--- config.mk ---
export PLATFORM = sky130hd
export DESIGN_NAME = mips_load_store_unit
export DESIGN_NICKNAME = d
export VERILOG_FILES = /design/src/rtl/mips_lsu_pkg.sv /design/src/rtl/lsu_lane_align.sv /design/src/rtl/mips_load_store_unit.sv
export SDC_FILE = /design/constraint.sdc
export NUM_CORES = 1
export LEC_CHECK = 0
export ABC_CLOCK_PERIOD_IN_PS = 3440
export CORE_MARGIN = 2
export CORE_UTILIZATION = 51
export CTS_BUF_LIST = sky130_fd_sc_hd__clkbuf_4 sky130_fd_sc_hd__clkbuf_8
export CTS_CLUSTER_SIZE = 8
export DETAILED_ROUTE_END_ITERATION = 12
export PLACE_DENSITY = 0.95
export SYNTH_ARGS = -nofsm -noshare
export SYNTH_HDL_FRONTEND = slang
export SYNTH_SLANG_ARGS = --single-unit
--- constraint.sdc ---
create_clock -name Clk -period 3.44 [get_ports Clk]
set_input_delay 1.032 -clock Clk [delete_from_list [all_inputs] [get_ports Clk]]
set_output_delay 1.032 -clock Clk [all_outputs]
set_load 0.005 [all_outputs]
--- src/rtl/mips_lsu_pkg.sv ---
// -----------------------------------------------------------------------------
// mips_lsu_pkg
// Shared definitions for the MIPS load/store unit: request op field positions,
// access size encodings, the FSM state type and lane masks used when
// extracting or merging sub-word data.
// -----------------------------------------------------------------------------
package mips_lsu_pkg;

    // Bit positions inside req_op.
    localparam int OP_STORE_BIT    = 3;
    localparam int OP_UNSIGNED_BIT = 2;

    // req_op[1:0] size encodings.
    localparam logic [1:0] SZ_BYTE    = 2'b00;
    localparam logic [1:0] SZ_HALF    = 2'b01;
    localparam logic [1:0] SZ_WORD    = 2'b10;
    localparam logic [1:0] SZ_ILLEGAL = 2'b11;

    typedef enum logic [1:0] {
        IDLE  = 2'd0,
        READ  = 2'd1,
        WRITE = 2'd2,
        RESP  = 2'd3
    } lsu_state_t;

    // Right-justified lane masks; shifted into position by the aligner.
    localparam logic [31:0] LANE_MASK_BYTE = 32'h0000_00FF;
    localparam logic [31:0] LANE_MASK_HALF = 32'h0000_FFFF;

    // Natural-alignment check for a request of the given size.
    function automatic logic is_misaligned(input logic [1:0] size, input logic [1:0] offset);
        logic bad;
        bad = 1'b0;
        case (size)
            SZ_HALF: bad = offset[0];
            SZ_WORD: bad = |offset;
            default: bad = 1'b0;
        endcase
        return bad;
    endfunction

endpackage

--- src/rtl/lsu_lane_align.sv ---
// -----------------------------------------------------------------------------
// lsu_lane_align
// Purely combinational lane steering for the load/store unit. All byte-order
// dependent logic lives here.
//   Build option: LSU_BIG_ENDIAN_EN -- defined selects MIPS big-endian lanes
//   (byte k at [31-8k:24-8k], half 0 at [31:16]); undefined selects
//   little-endian lanes (byte k at [8k+7:8k], half 0 at [15:0]).
// Ports:
//   word        in  32  memory word (read buffer)
//   offset      in   2  byte offset inside the word
//   size        in   2  access size (SZ_BYTE / SZ_HALF / SZ_WORD)
//   is_unsigned in   1  zero-extend instead of sign-extend on loads
//   store_data  in  32  right-justified store data
//   load_value  out 32  extracted and extended load result
//   store_word  out 32  word with the addressed lane replaced by store_data
// -----------------------------------------------------------------------------
module lsu_lane_align
    import mips_lsu_pkg::*;
(
    input  logic [31:0] word,
    input  logic [1:0]  offset,
    input  logic [1:0]  size,
    input  logic        is_unsigned,
    input  logic [31:0] store_data,
    output logic [31:0] load_value,
    output logic [31:0] store_word
);

    logic [4:0]  byte_shift;
    logic [4:0]  half_shift;
    logic [4:0]  shift;
    logic [31:0] mask;
    logic [31:0] lane;

    always_comb begin
`ifdef LSU_BIG_ENDIAN_EN
        byte_shift = {~offset, 3'b000};
        half_shift = {~offset[1], 4'b0000};
`else
        byte_shift = {offset, 3'b000};
        half_shift = {offset[1], 4'b0000};
`endif
        shift = (size == SZ_HALF) ? half_shift : byte_shift;
        mask  = (size == SZ_HALF) ? LANE_MASK_HALF : LANE_MASK_BYTE;
        lane  = (word >> shift) & mask;

        case (size)
            SZ_BYTE: load_value = {{24{~is_unsigned & lane[7]}}, lane[7:0]};
            SZ_HALF: load_value = {{16{~is_unsigned & lane[15]}}, lane[15:0]};
            default: load_value = word;
        endcase

        if (size == SZ_WORD) begin
            store_word = store_data;
        end else begin
            store_word = (word & ~(mask << shift)) | ((store_data & mask) << shift);
        end
    end

endmodule

--- src/rtl/mips_load_store_unit.sv ---
// -----------------------------------------------------------------------------
// mips_load_store_unit
// Datapath-side initiator for a single-port, word-addressed data memory with
// combinational read and posedge write. Handles one request at a time; byte
// and halfword stores are done as read-modify-write because the memory only
// writes whole words.
//   Build option: LSU_BIG_ENDIAN_EN (lane order, see lsu_lane_align).
// Ports:
//   Clk, Reset_n                      clock, async active-low reset
//   req_valid/req_ready               request handshake
//   req_op[3:0]                       [3]=store [2]=unsigned [1:0]=size
//   req_addr, req_wdata               byte address, right-justified store data
//   resp_valid, resp_rdata, resp_err  one-cycle response
//   MemRead, MemWrite, address,       memory interface (address word aligned)
//   writeData, readData
//   state_dbg[1:0]                    current FSM state for observation
// Handshake: a request is taken on a clock edge where req_valid & req_ready;
// req_ready is high only in IDLE. resp_valid is a single-cycle pulse with no
// backpressure.
// -----------------------------------------------------------------------------
module mips_load_store_unit
    import mips_lsu_pkg::*;
#(
    parameter int MEM_DEPTH_LOG2 = 8
) (
    input  logic        Clk,
    input  logic        Reset_n,
    input  logic        req_valid,
    output logic        req_ready,
    input  logic [3:0]  req_op,
    input  logic [31:0] req_addr,
    input  logic [31:0] req_wdata,
    output logic        resp_valid,
    output logic [31:0] resp_rdata,
    output logic        resp_err,
    output logic        MemRead,
    output logic        MemWrite,
    output logic [31:0] address,
    output logic [31:0] writeData,
    input  logic [31:0] readData,
    output logic [1:0]  state_dbg
);

    lsu_state_t  state;
    logic [3:0]  op_q;
    logic [31:0] addr_q;
    logic [31:0] wdata_q;
    logic [31:0] rbuf;
    logic        err_q;

    logic        req_bad;
    logic        req_out_of_range;
    logic        req_is_sw;
    logic [31:0] load_value;
    logic [31:0] store_word;

    // Request classification, evaluated only while IDLE.
    always_comb begin
        req_out_of_range = |(req_addr >> (MEM_DEPTH_LOG2 + 2));
        req_bad          = (req_op[1:0] == SZ_ILLEGAL)
                         | is_misaligned(req_op[1:0], req_addr[1:0])
                         | req_out_of_range;
        req_is_sw        = req_op[OP_STORE_BIT] & (req_op[1:0] == SZ_WORD);
    end

    lsu_lane_align u_align (
        .word        (rbuf),
        .offset      (addr_q[1:0]),
        .size        (op_q[1:0]),
        .is_unsigned (op_q[OP_UNSIGNED_BIT]),
        .store_data  (wdata_q),
        .load_value  (load_value),
        .store_word  (store_word)
    );

    always_ff @(posedge Clk or negedge Reset_n) begin
        if (!Reset_n) begin
            state   <= IDLE;
            op_q    <= 4'd0;
            addr_q  <= 32'd0;
            wdata_q <= 32'd0;
            rbuf    <= 32'd0;
            err_q   <= 1'b0;
        end else begin
            case (state)
                IDLE: begin
                    if (req_valid) begin
                        op_q    <= req_op;
                        addr_q  <= req_addr;
                        wdata_q <= req_wdata;
                        err_q   <= req_bad;
                        if (req_bad)        state <= RESP;
                        else if (req_is_sw) state <= WRITE;
                        else                state <= READ;
                    end
                end
                READ: begin
                    rbuf  <= readData;
                    // Sub-word stores need the old word before merging.
                    state <= op_q[OP_STORE_BIT] ? WRITE : RESP;
                end
                WRITE:   state <= RESP;
                RESP:    state <= IDLE;
                default: state <= IDLE;
            endcase
        end
    end

    // All outputs decode registered state/latches only, so a reset drops
    // MemWrite immediately and nothing glitches with request inputs.
    always_comb begin
        req_ready  = (state == IDLE);
        MemRead    = (state == READ);
        MemWrite   = (state == WRITE);
        address    = (MemRead | MemWrite) ? {addr_q[31:2], 2'b00} : 32'd0;
        writeData  = MemWrite ? store_word : 32'd0;
        resp_valid = (state == RESP);
        resp_err   = (state == RESP) & err_q;
        resp_rdata = ((state == RESP) & ~err_q & ~op_q[OP_STORE_BIT]) ? load_value : 32'd0;
        state_dbg  = state;
    end

endmodule

Word-level counts from Yosys, hierarchy flattened
Cells that the tools add are included.
Storage, ports and cells
  register bits: 103
  logic and storage cells: 53
Operators by class
  eq/ne operators: 9
  shift operators: 3
  muxes and demuxes: 13
  bitwise logic cells: 17
  reductions and logical operators: 5
Operators with widths (number)
  $mux W32: 4
  $and A32 B32 Y32: 2
  $pmux W32 S2: 1
  $not A32 Y32: 1
  $or A32 B32 Y32: 1
  $shl A16 B5 Y32: 1
  $shl A32 B5 Y32: 1
  $shr A32 B5 Y16: 1
  $reduce_or A22 Y1: 1
  $and A16 B16 Y16: 1
  $mux W16: 1
  $eq A2 B2 Y1 const B: 5
  $pmux W2 S4: 1
  $and A1 B1 Y1: 6
  $eq A2 B1 Y1 const B: 3
  $mux W2: 3
  $logic_not A2 Y1: 2
  $mux W4: 1
  $not A1 Y1: 3
  $or A1 B1 Y1: 3
  $ne A2 B2 Y1 const B: 1
  $pmux W1 S2: 1
  $reduce_and A2 Y1: 1
  $reduce_or A2 Y1: 1
  $mux W1: 1

Logic depth before layout (Yosys ltp)
Gate-level depths: netlist (run 1).
  depth after elaboration: 8
  mapped depth: 7
  gate-level depth less buffers: 6

By module
From an unflattened synthesis (run 1), not the netlist that was laid out.
Unflattened totals
  cell total of the unflattened synthesis: 575
  area, all modules: 6206.0 um^2
By module, submodules not included
  mips_load_store_unit: times used 1, cells each 359, area each 4682.0 um^2, seq. area each 2577.5 um^2
  lsu_lane_align: times used 1, cells each 216, area each 1524.0 um^2, seq. area each 0.0 um^2

Least setup slack after synthesis (run 1)
No wires, ideal clock.
  path kind: register to output
  start point: register state[0] (netlist: state_dbg[0])
  end point: output port resp_rdata[0]
  data arrival time: 1457 ps
  slack: 951 ps
  cell stages (with the launch flop): 6
  path buffers: 1
  path through: dfrtp_1 -> ha_1 -> nor3b_2 -> and2_1 -> buf_2 -> a221o_1
On the way
  word-level cells in the longest chain between the ends: 4
Ends and longest elaborated chain
  start: declaration: line mips_load_store_unit.sv:44  | lsu_state_t state;
  start signal: assignment: line mips_load_store_unit.sv:100  | state <= op_q[OP_STORE_BIT] ? WRITE : RESP;
  $eq A2 B2 Y1
  via resp_valid: line mips_load_store_unit.sv:33  | output logic resp_valid,
  $and A1 B1 Y1 (2 in series): line mips_load_store_unit.sv:119  | resp_rdata = ((state == RESP) & ~err_q & ~op_q[OP_STORE_BIT]) ? load_value : 32'd0;
  $mux W32: line mips_load_store_unit.sv:119
  end: declaration: line mips_load_store_unit.sv:34  | output logic [31:0] resp_rdata,
The timed path passes the listed nets, and every way through them passes these cells.

Worst setup path in the final report (run 1)
  start point: register addr_q[0]
  end point: output port resp_rdata[12]
On the way
  word-level cells in the longest chain between the ends: 6
Ends and longest elaborated chain
  start: declaration: line mips_load_store_unit.sv:46  | logic [31:0] addr_q;
  start signal: assignment: line mips_load_store_unit.sv:89  | addr_q <= req_addr;
  $mux W4 (*): line lsu_lane_align.sv:43  | shift = (size == SZ_HALF) ? half_shift : byte_shift;
  $shr A32 B5 Y16 (*): line lsu_lane_align.sv:45  | lane = (word >> shift) & mask;
  $and A16 B16 Y16 (*): line lsu_lane_align.sv:45
  $and A1 B1 Y1: line lsu_lane_align.sv:48  | SZ_BYTE: load_value = {{24{~is_unsigned & lane[7]}}, lane[7:0]};
  $pmux W32 S2 (*): line lsu_lane_align.sv:47  | case (size)
  $mux W32 (*): line mips_load_store_unit.sv:119
Every way passes the cells marked *; elsewhere a longest branch is shown, timed or not.

==> flow_summary.json, run 1 <==
{
  "ant_nets": 0,
  "status": "finished, final reports clean",
  "clkTransAtPathRegs_ns": 0.10,
  "hpwl_mm": 14.47,
  "globalplace.congestion": 0.9584,
  "yosysTopAreaCellShare_pct": 42.82,
  "end_kind": "output port",
  "final_layout_size_suffix_gt1_share_pct": 15.43,
  "cts.sinks": 103,
  "cts_max_level": 3,
  "io_buffers": 203,
  "p_leak_nw": 3.425,
  "syn2layout_area_growth_pct": 43.13,
  "required_ns": 2.41,
  "dieHeight_um": 112.6,
  "crit_chain": "nor2b_2 -> o211ai_2 -> nand3_2 -> a21oi_1 -> clkdlybuf4s50_1",
  "crit_buf_inv": 1,
  "cap_viol_max_count": 0,
  "ys_types": 48,
  "crit_path_max_fanout": 7,
  "worst_pin_slew_ns": 0.5563,
  "rrSetupSlack_ns": 1.66,
  "seqPwrFrac_pct": 30.8,
  "yosys_warnings": 0,
  "switching_share_pct": 41.91,
  "synth.largest_area_cell": "dfrtp_1",
  "synth_ff_type": "dfrtp_1",
  "switchingPower_mw": 3.429,
  "die_w_um": 112.6,
  "tns_ns": 0,
  "first_iter_violations": 517,
  "finalWirelength_mm": 20.01,
  "max-vdd-ir-drop_uv": 731.7,
  "power_frac_comb_pct": 60.6,
  "grt_pass1_wl_mm": 30.36,
  "skew_ns": 0.008289,
  "core.rowCount": 39,
  "first_pass_iters": 5,
  "vias": 5731,
  "yosysSeqAreaShare_pct": 42.82,
  "relSlewSlack_pct": 62.91,
  "grt_pass1_vias": 5656,
  "path_delay_family": "buffers and inverters",
  "crit_type": "reg2out",
  "hold_path.class": "reg2reg",
  "start_util_pct": 52.49,
  "grt.overflow.total": 0,
  "pre_cts_slack_ns": 0.2595,
  "ys_ff_latch": 103,
  "slew_violations": 0,
  "setup_viol": 0,
  "finalHoldViolCount": 0,
  "layout.nets": 916,
  "gr-usage-all-layers_pct": 30.62,
  "cp-start-kind": "flop",
  "root_buffer": "clkbuf_8",
  "synth_edf_count": 0,
  "syn_area_um2": 6020,
  "finalCriticalPeriod_ns": 3.427,
  "antenna_found_initial": 0,
  "grt_max_degree": 104,
  "cts_tree": "done",
  "grt_setup_unrepaired": "true",
  "syn_avg_cell_area_um2": 9.868,
  "p_clk_share_pct": 8.7,
  "drc": 0,
  "viasPerCell": 6.014,
  "numCtsBuffers": 9,
  "antenna_cells": 0,
  "cpPeakStageDelay_ns": 0.54,
  "clock.fmax_mhz": 291.8,
  "synth.area.top_cells": "dfrtp_1 (43%), mux2_1 (8.6%), mux2_2 (7.9%)",
  "cp.arrival_ns": 2.39,
  "nFillCells": 773,
  "clk_latency_ns": 0.39,
  "internal_power_mw": 4.753,
  "synth_async_sr_flop_share_pct": 100.0,
  "synthMostInstantiatedCell": "dfrtp_1",
  "dieArea_um2": 12690,
  "seqCellArea_um2": 2582,
  "ios": 206,
  "finalWorstSetupSlack_ns": 0.01306,
  "synth_cells": 610,
  "powerDensity_nw_per_um2": 949.6,
  "avgRoutedWirePerCell_um": 20.99,
  "synth_common_cells": "dfrtp_1 (103), o21ai_0 (65), a21oi_1 (56)",
  "fin_util_pct": 75.13,
  "multiInputGateArea_um2": 3264,
  "core_um2": 11470,
  "critPathSlowestCell": "clkdlybuf4s50_1",
  "finalCritPeriodShare_pct": 99.62,
  "ctsLongestPathBuffers": 2
}
[worst reg2reg max path, stage by stage, from the launching register on]
cell	delay (ns)
dfrtp_1	0.42
inv_1	0.12
ha_4	0.20
nand2_2	0.07
buf_4	0.43
mux2_2	0.42
[final timing paths]
kind | endpoint | cells after the start | startpoint
worst min-delay path | addr_q[18] | 1 | addr_q[18]
max in group asynchronous | addr_q[0] | 2 | Reset_n
worst max-delay path | resp_rdata[12] | 5 | addr_q[0]
min in group asynchronous | state_dbg[1] | 2 | Reset_n
worst min register to register | addr_q[18] | 1 | addr_q[18]
worst max register to register | wdata_q[13] | 5 | state_dbg[1]
[power by group through the flow]
stage	clock network [mW]	registers, mW	logic, mW
6_report	0.709	2.52	4.96
5_1_grt	0.770	2.57	5.32
4_1_cts	0.732	2.46	4.59
3_5_place_dp	0	2.49	4.49
3_3_place_gp	0	2.44	4.34
2_1_floorplan	0	2.17	2.69
[state kept, by name, indices dropped and copies added (netlist names)]
register	flops
state_dbg	2
err_q	1
rbuf	32
wdata_q	32
addr_q	32
op_q	4
[layout make-up]
type / instances / area share, %
multi-input cells: 441 / 37.89
flip-flops and latches: 103 / 29.97
repair buffers: 234 / 27.24
well taps: 143 / 2.077
clock buffers: 10 / 1.525
inverters: 17 / 0.7987
clock inverters: 5 / 0.4938
[logic make-up (layout without fill, tap and decap cells)]
logic type               Yosys count  in the layout  synth area share, %
multiplexers                     104            104                19.12
buffers and inverters             67            266                5.134
flip-flops                       103            103                42.82
other                              1              2              0.06230
adder cells (fa/ha/maj)            7              7                1.455
AND/OR/NAND/NOR                  135            135                12.62
AO/OA/AOI/OAI                    193            193                18.79
[through the flow]
| step | cell area, um2 | total power [mW] | cells | hold WS (ns) |
|---|---|---|---|---|
| floorplan | 6023 | 4.861 | 611 | 0.4564 |
| global placement | 8154 | 6.789 | 924 | 0.4653 |
| detailed placement | 8154 | 6.976 | 924 | 0.4761 |
| CTS | 8378 | 7.787 | 941 | 0.5002 |
| global route | 8616 | 8.655 | 953 | 0.5140 |
| finish | 8616 | 8.182 | 953 | 0.4933 |
[metal layers]
| metal | routed length [um] | global-route usage [%] | up-vias |
|---|---|---|---|
| met1 | 7521 | 39.17 | 2773 |
| met3 | 1907 | 7.559 | 62 |
| li1 | - | - | 2564 |
| met2 | 9745 | 49.46 | 332 |
| met4 | 831 | 13.58 | 0 |
| met5 | 0 | 0 | - |
[layout by cell type, fill, tap and decap left out, types with 3 or more instances in the layout]
| master | Yosys | layout |
|---|---|---|
| a21boi_1 | 10 | 10 |
| a21oi_1 | 56 | 54 |
| a21oi_2 | 2 | 3 |
| a221o_1 | 7 | 7 |
| and2_1 | 39 | 38 |
| and3_1 | 8 | 8 |
| buf_12 | 0 | 5 |
| buf_4 | 6 | 20 |
| buf_6 | 1 | 6 |
| clkbuf_8 | 0 | 9 |
| clkdlybuf4s50_1 | 0 | 202 |
| clkinvlp_4 | 0 | 3 |
| dfrtp_1 | 103 | 99 |
| dfrtp_2 | 0 | 4 |
| ha_1 | 7 | 5 |
| inv_1 | 15 | 15 |
| mux2_1 | 46 | 46 |
| mux2_2 | 42 | 42 |
| mux2i_1 | 16 | 15 |
| nand2_1 | 21 | 19 |
| nand3_1 | 21 | 20 |
| nor2_1 | 19 | 18 |
| nor4_1 | 5 | 5 |
| nor4b_2 | 0 | 6 |
| o21a_1 | 7 | 7 |
| o21ai_0 | 65 | 63 |
| o21ai_1 | 29 | 30 |
| o21bai_1 | 7 | 7 |
[what timing repair did]
action                     4_1_cts  5_1_grt
gates resized for setup         10       31
buffers inserted                 2       11
pin swaps                        0        3
gates cloned                     0        1
setup endpoints to repair       67       65
hold buffers                     0        0
(Power assumes the default switching activity.)
==> run 2, diff against run 1 <==
--- a/config.mk
+++ b/config.mk
@@ -6,11 +6,13 @@
 export NUM_CORES = 1
 export LEC_CHECK = 0
 export ABC_CLOCK_PERIOD_IN_PS = 3440
+export CORE_ASPECT_RATIO = 1.2
 export CORE_MARGIN = 2
 export CORE_UTILIZATION = 51
 export CTS_BUF_LIST = sky130_fd_sc_hd__clkbuf_4 sky130_fd_sc_hd__clkbuf_8
 export CTS_CLUSTER_SIZE = 8
 export DETAILED_ROUTE_END_ITERATION = 12
+export GPL_TIMING_DRIVEN = 0
 export PLACE_DENSITY = 0.95
 export SYNTH_ARGS = -nofsm -noshare
 export SYNTH_HDL_FRONTEND = slang
==> flow_summary.json, run 2 (synthesis gave the netlist of run 1 again) <==
{
  "cp-start-kind": "flop",
  "finalHoldViolCount": 0,
  "powerDensity_nw_per_um2": 969.8,
  "finalWorstSetupSlack_ns": -0.07683,
  "final_layout_size_suffix_gt1_share_pct": 19.50,
  "setup_viol": 4,
  "finalWirelength_mm": 21.49,
  "worst_hold_slack_ns": 0.4913,
  "grt.overflow.total": 0,
  "p_leak_nw": 3.793,
  "gr-usage-all-layers_pct": 33.20,
  "finalCritPeriodShare_pct": 102.2,
  "first_iter_violations": 437,
  "placed_cell_area_um2": 8277,
  "final_common_cell": "clkdlybuf4s50_1",
  "design_area_um2": 8899,
  "first_pass_iters": 8,
  "finalCriticalPeriod_ns": 3.517,
  "max-vdd-ir-drop_uv": 543.7,
  "crit_path_max_fanout": 10,
  "status": "complete, but fails checks",
  "root_buffer": "clkbuf_8",
  "grt_pass1_wl_mm": 31.54,
  "hpwl_mm": 15.82,
  "internal_power_mw": 4.941,
  "clock.fmax_mhz": 284.3,
  "layout_common_cells": "clkdlybuf4s50_1 (182), dfrtp_1 (101), o21ai_0 (64)",
  "globalplace.congestion": 0.9569,
  "whs_endpoint": "addr_q[9]",
  "power_frac_comb_pct": 61.2,
  "rr_worst_depth": 5,
  "skew_ns": 0.01135,
  "violations": "negative setup slack",
  "cts_tree": "done",
  "p_clk_share_pct": 9.5,
  "ctsLongestPathBuffers": 2,
  "reg_top3": "addr_q (32), rbuf (32), wdata_q (32)",
  "grt_max_degree": 72,
  "cp.arrival_ns": 2.48,
  "core.rowCount": 43,
  "dieHeight_um": 123.0,
  "cpPeakStageDelay_ns": 0.57,
  "viasPerCell": 6.156,
  "io_buffers": 203,
  "multiInputGateArea_um2": 3354,
  "clkTransAtPathRegs_ns": 0.10,
  "core_um2": 11510,
  "cap_viol_max_count": 0,
  "seqPwrFrac_pct": 29.3,
  "switchingPower_mw": 3.689,
  "tns_ns": -0.1191,
  "rrSetupSlack_ns": 1.43,
  "hold_depth": 1,
  "numCtsBuffers": 9,
  "hold_path.class": "reg2reg",
  "nFillCells": 759,
  "path_delay_family": "buffers and inverters",
  "switching_share_pct": 42.74,
  "crit_buf_inv": 4,
  "avgRoutedWirePerCell_um": 21.53,
  "drc": 0,
  "pre_cts_slack_ns": 0.02455,
  "crit_chain": "buf_2 -> buf_6 -> buf_6 -> a21oi_4 -> o21ai_1 -> a21boi_1 -> clkdlybuf4s50_1",
  "slew_violations": 0,
  "r2r_end": "rbuf[4]",
  "required_ns": 2.41,
  "vias": 6144,
  "antenna_found_initial": 0,
  "cts_max_level": 3,
  "crit_type": "reg2out",
  "grt_setup_unrepaired": "true",
  "syn2layout_area_growth_pct": 47.83,
  "layout.nets": 946,
  "ios": 206,
  "start_util_pct": 52.28,
  "relSlewSlack_pct": 65.14,
  "die_w_um": 103.2,
  "grt_pass1_vias": 5934,
  "cpMostUsedCell": "buf_6",
  "cts.sinks": 103,
  "end_kind": "output port",
  "min-delay-start": "addr_q[9]",
  "rr_startpoint": "state_dbg[1]",
  "critPathSlowestCell": "clkdlybuf4s50_1",
  "ant_nets": 0,
  "antenna_cells": 0,
  "clk_latency_ns": 0.38,
  "dieArea_um2": 12690,
  "seqCellArea_um2": 2580,
  "worst_pin_slew_ns": 0.5229
}
## run 2: changes by cell type in the layout (fill, tap and decap cells not counted), moves of 8 or more
cell,before,now
clkbuf_1,0,8
a21oi_2,3,11
buf_2,0,13
clkdlybuf4s50_1,202,182
a21oi_1,54,46
dlymetal6s2s_1,0,13
## run 2: final cells by class
type                            count  share of cell area [%]
Buffer                             50                   3.782
Clock buffer                       11                   1.631
Sequential cell                   103                   28.99
Inverter                           17                  0.7171
Clock inverter                      5                  0.7452
Tap cell                          157                   2.208
Timing Repair Buffer              214                   24.23
Multi-Input combinational cell    441                   37.70
## run 2: worst register-to-register path, delay by kind of cell, from the launching register on
family                   cells  cell delay (ns)
buffers and inverters        3             0.88
multiplexers                 1             0.40
adder cells (fa/ha/maj)      1             0.19
flip-flops                   1             0.42
## run 2: layer usage
layer / global-route usage [%] / part of all wire [%] / vias to the layer above
met2: 55.24 / 49 / 439
met4: 16.94 / 6.3 / 0
li1: - / - / 2632
met5: 0 / 0 / -
met3: 6.783 / 9.6 / 112
met1: 40.57 / 35 / 2961
## run 2: repair_timing
item	in CTS	in global routing
cloned	0	0
pin swaps	5	11
hold buffers	0	0
setup buffers	4	6
setup endpoints to repair	62	78
hold endpoints to repair	0	0
gates resized for setup	34	83
## run 2: through the flow
stage / instances / total power [mW] / util, %
2_1_floorplan: 611 / 4.861 / -
3_3_place_gp: 971 / 6.908 / 71.67
3_5_place_dp: 972 / 7.093 / 71.89
4_1_cts: 992 / 8.055 / 74.66
5_1_grt: 998 / 9.095 / 77.29
6_report: 998 / 8.630 / 77.29
## run 2: how the worst max path moves through the flow
| stage | startpoint | depth (start not counted) | slack (ns) | endpoint |
|---|---|---|---|---|
| floorplan | state_dbg[0] | 5 | 0.95 | resp_rdata[0] |
| global placement | Reset_n | 1 | -2.54 | op_q[2] |
| detailed placement | state_dbg[0] | 6 | 0.02 | resp_rdata[0] |
| CTS | addr_q[1] | 7 | -0.01 | resp_rdata[11] |
| global route | addr_q[1] | 7 | -0.10 | writeData[0] |
| finish | addr_q[1] | 7 | -0.08 | writeData[0] |
## run 2: power groups by stage
stage                     Clock [mW]  Sequential, mW  Combinational [mW]
after CTS                      0.817            2.44                4.79
after global routing           0.871            2.57                5.66
after detailed placement           0            2.46                4.63
after global placement             0            2.41                4.50
after floorplan                    0            2.17                2.69
final                          0.818            2.53                5.28
==> run 3, diff against run 2 <==
--- a/config.mk
+++ b/config.mk
@@ -10,6 +10,7 @@
 export CORE_MARGIN = 2
 export CORE_UTILIZATION = 51
 export CTS_BUF_LIST = sky130_fd_sc_hd__clkbuf_4 sky130_fd_sc_hd__clkbuf_8
+export CTS_CLUSTER_DIAMETER = 60
 export CTS_CLUSTER_SIZE = 8
 export DETAILED_ROUTE_END_ITERATION = 12
 export GPL_TIMING_DRIVEN = 0
==> results of run 3 <==
No change in the layout: final DEF, timing and power equal those of run 2.
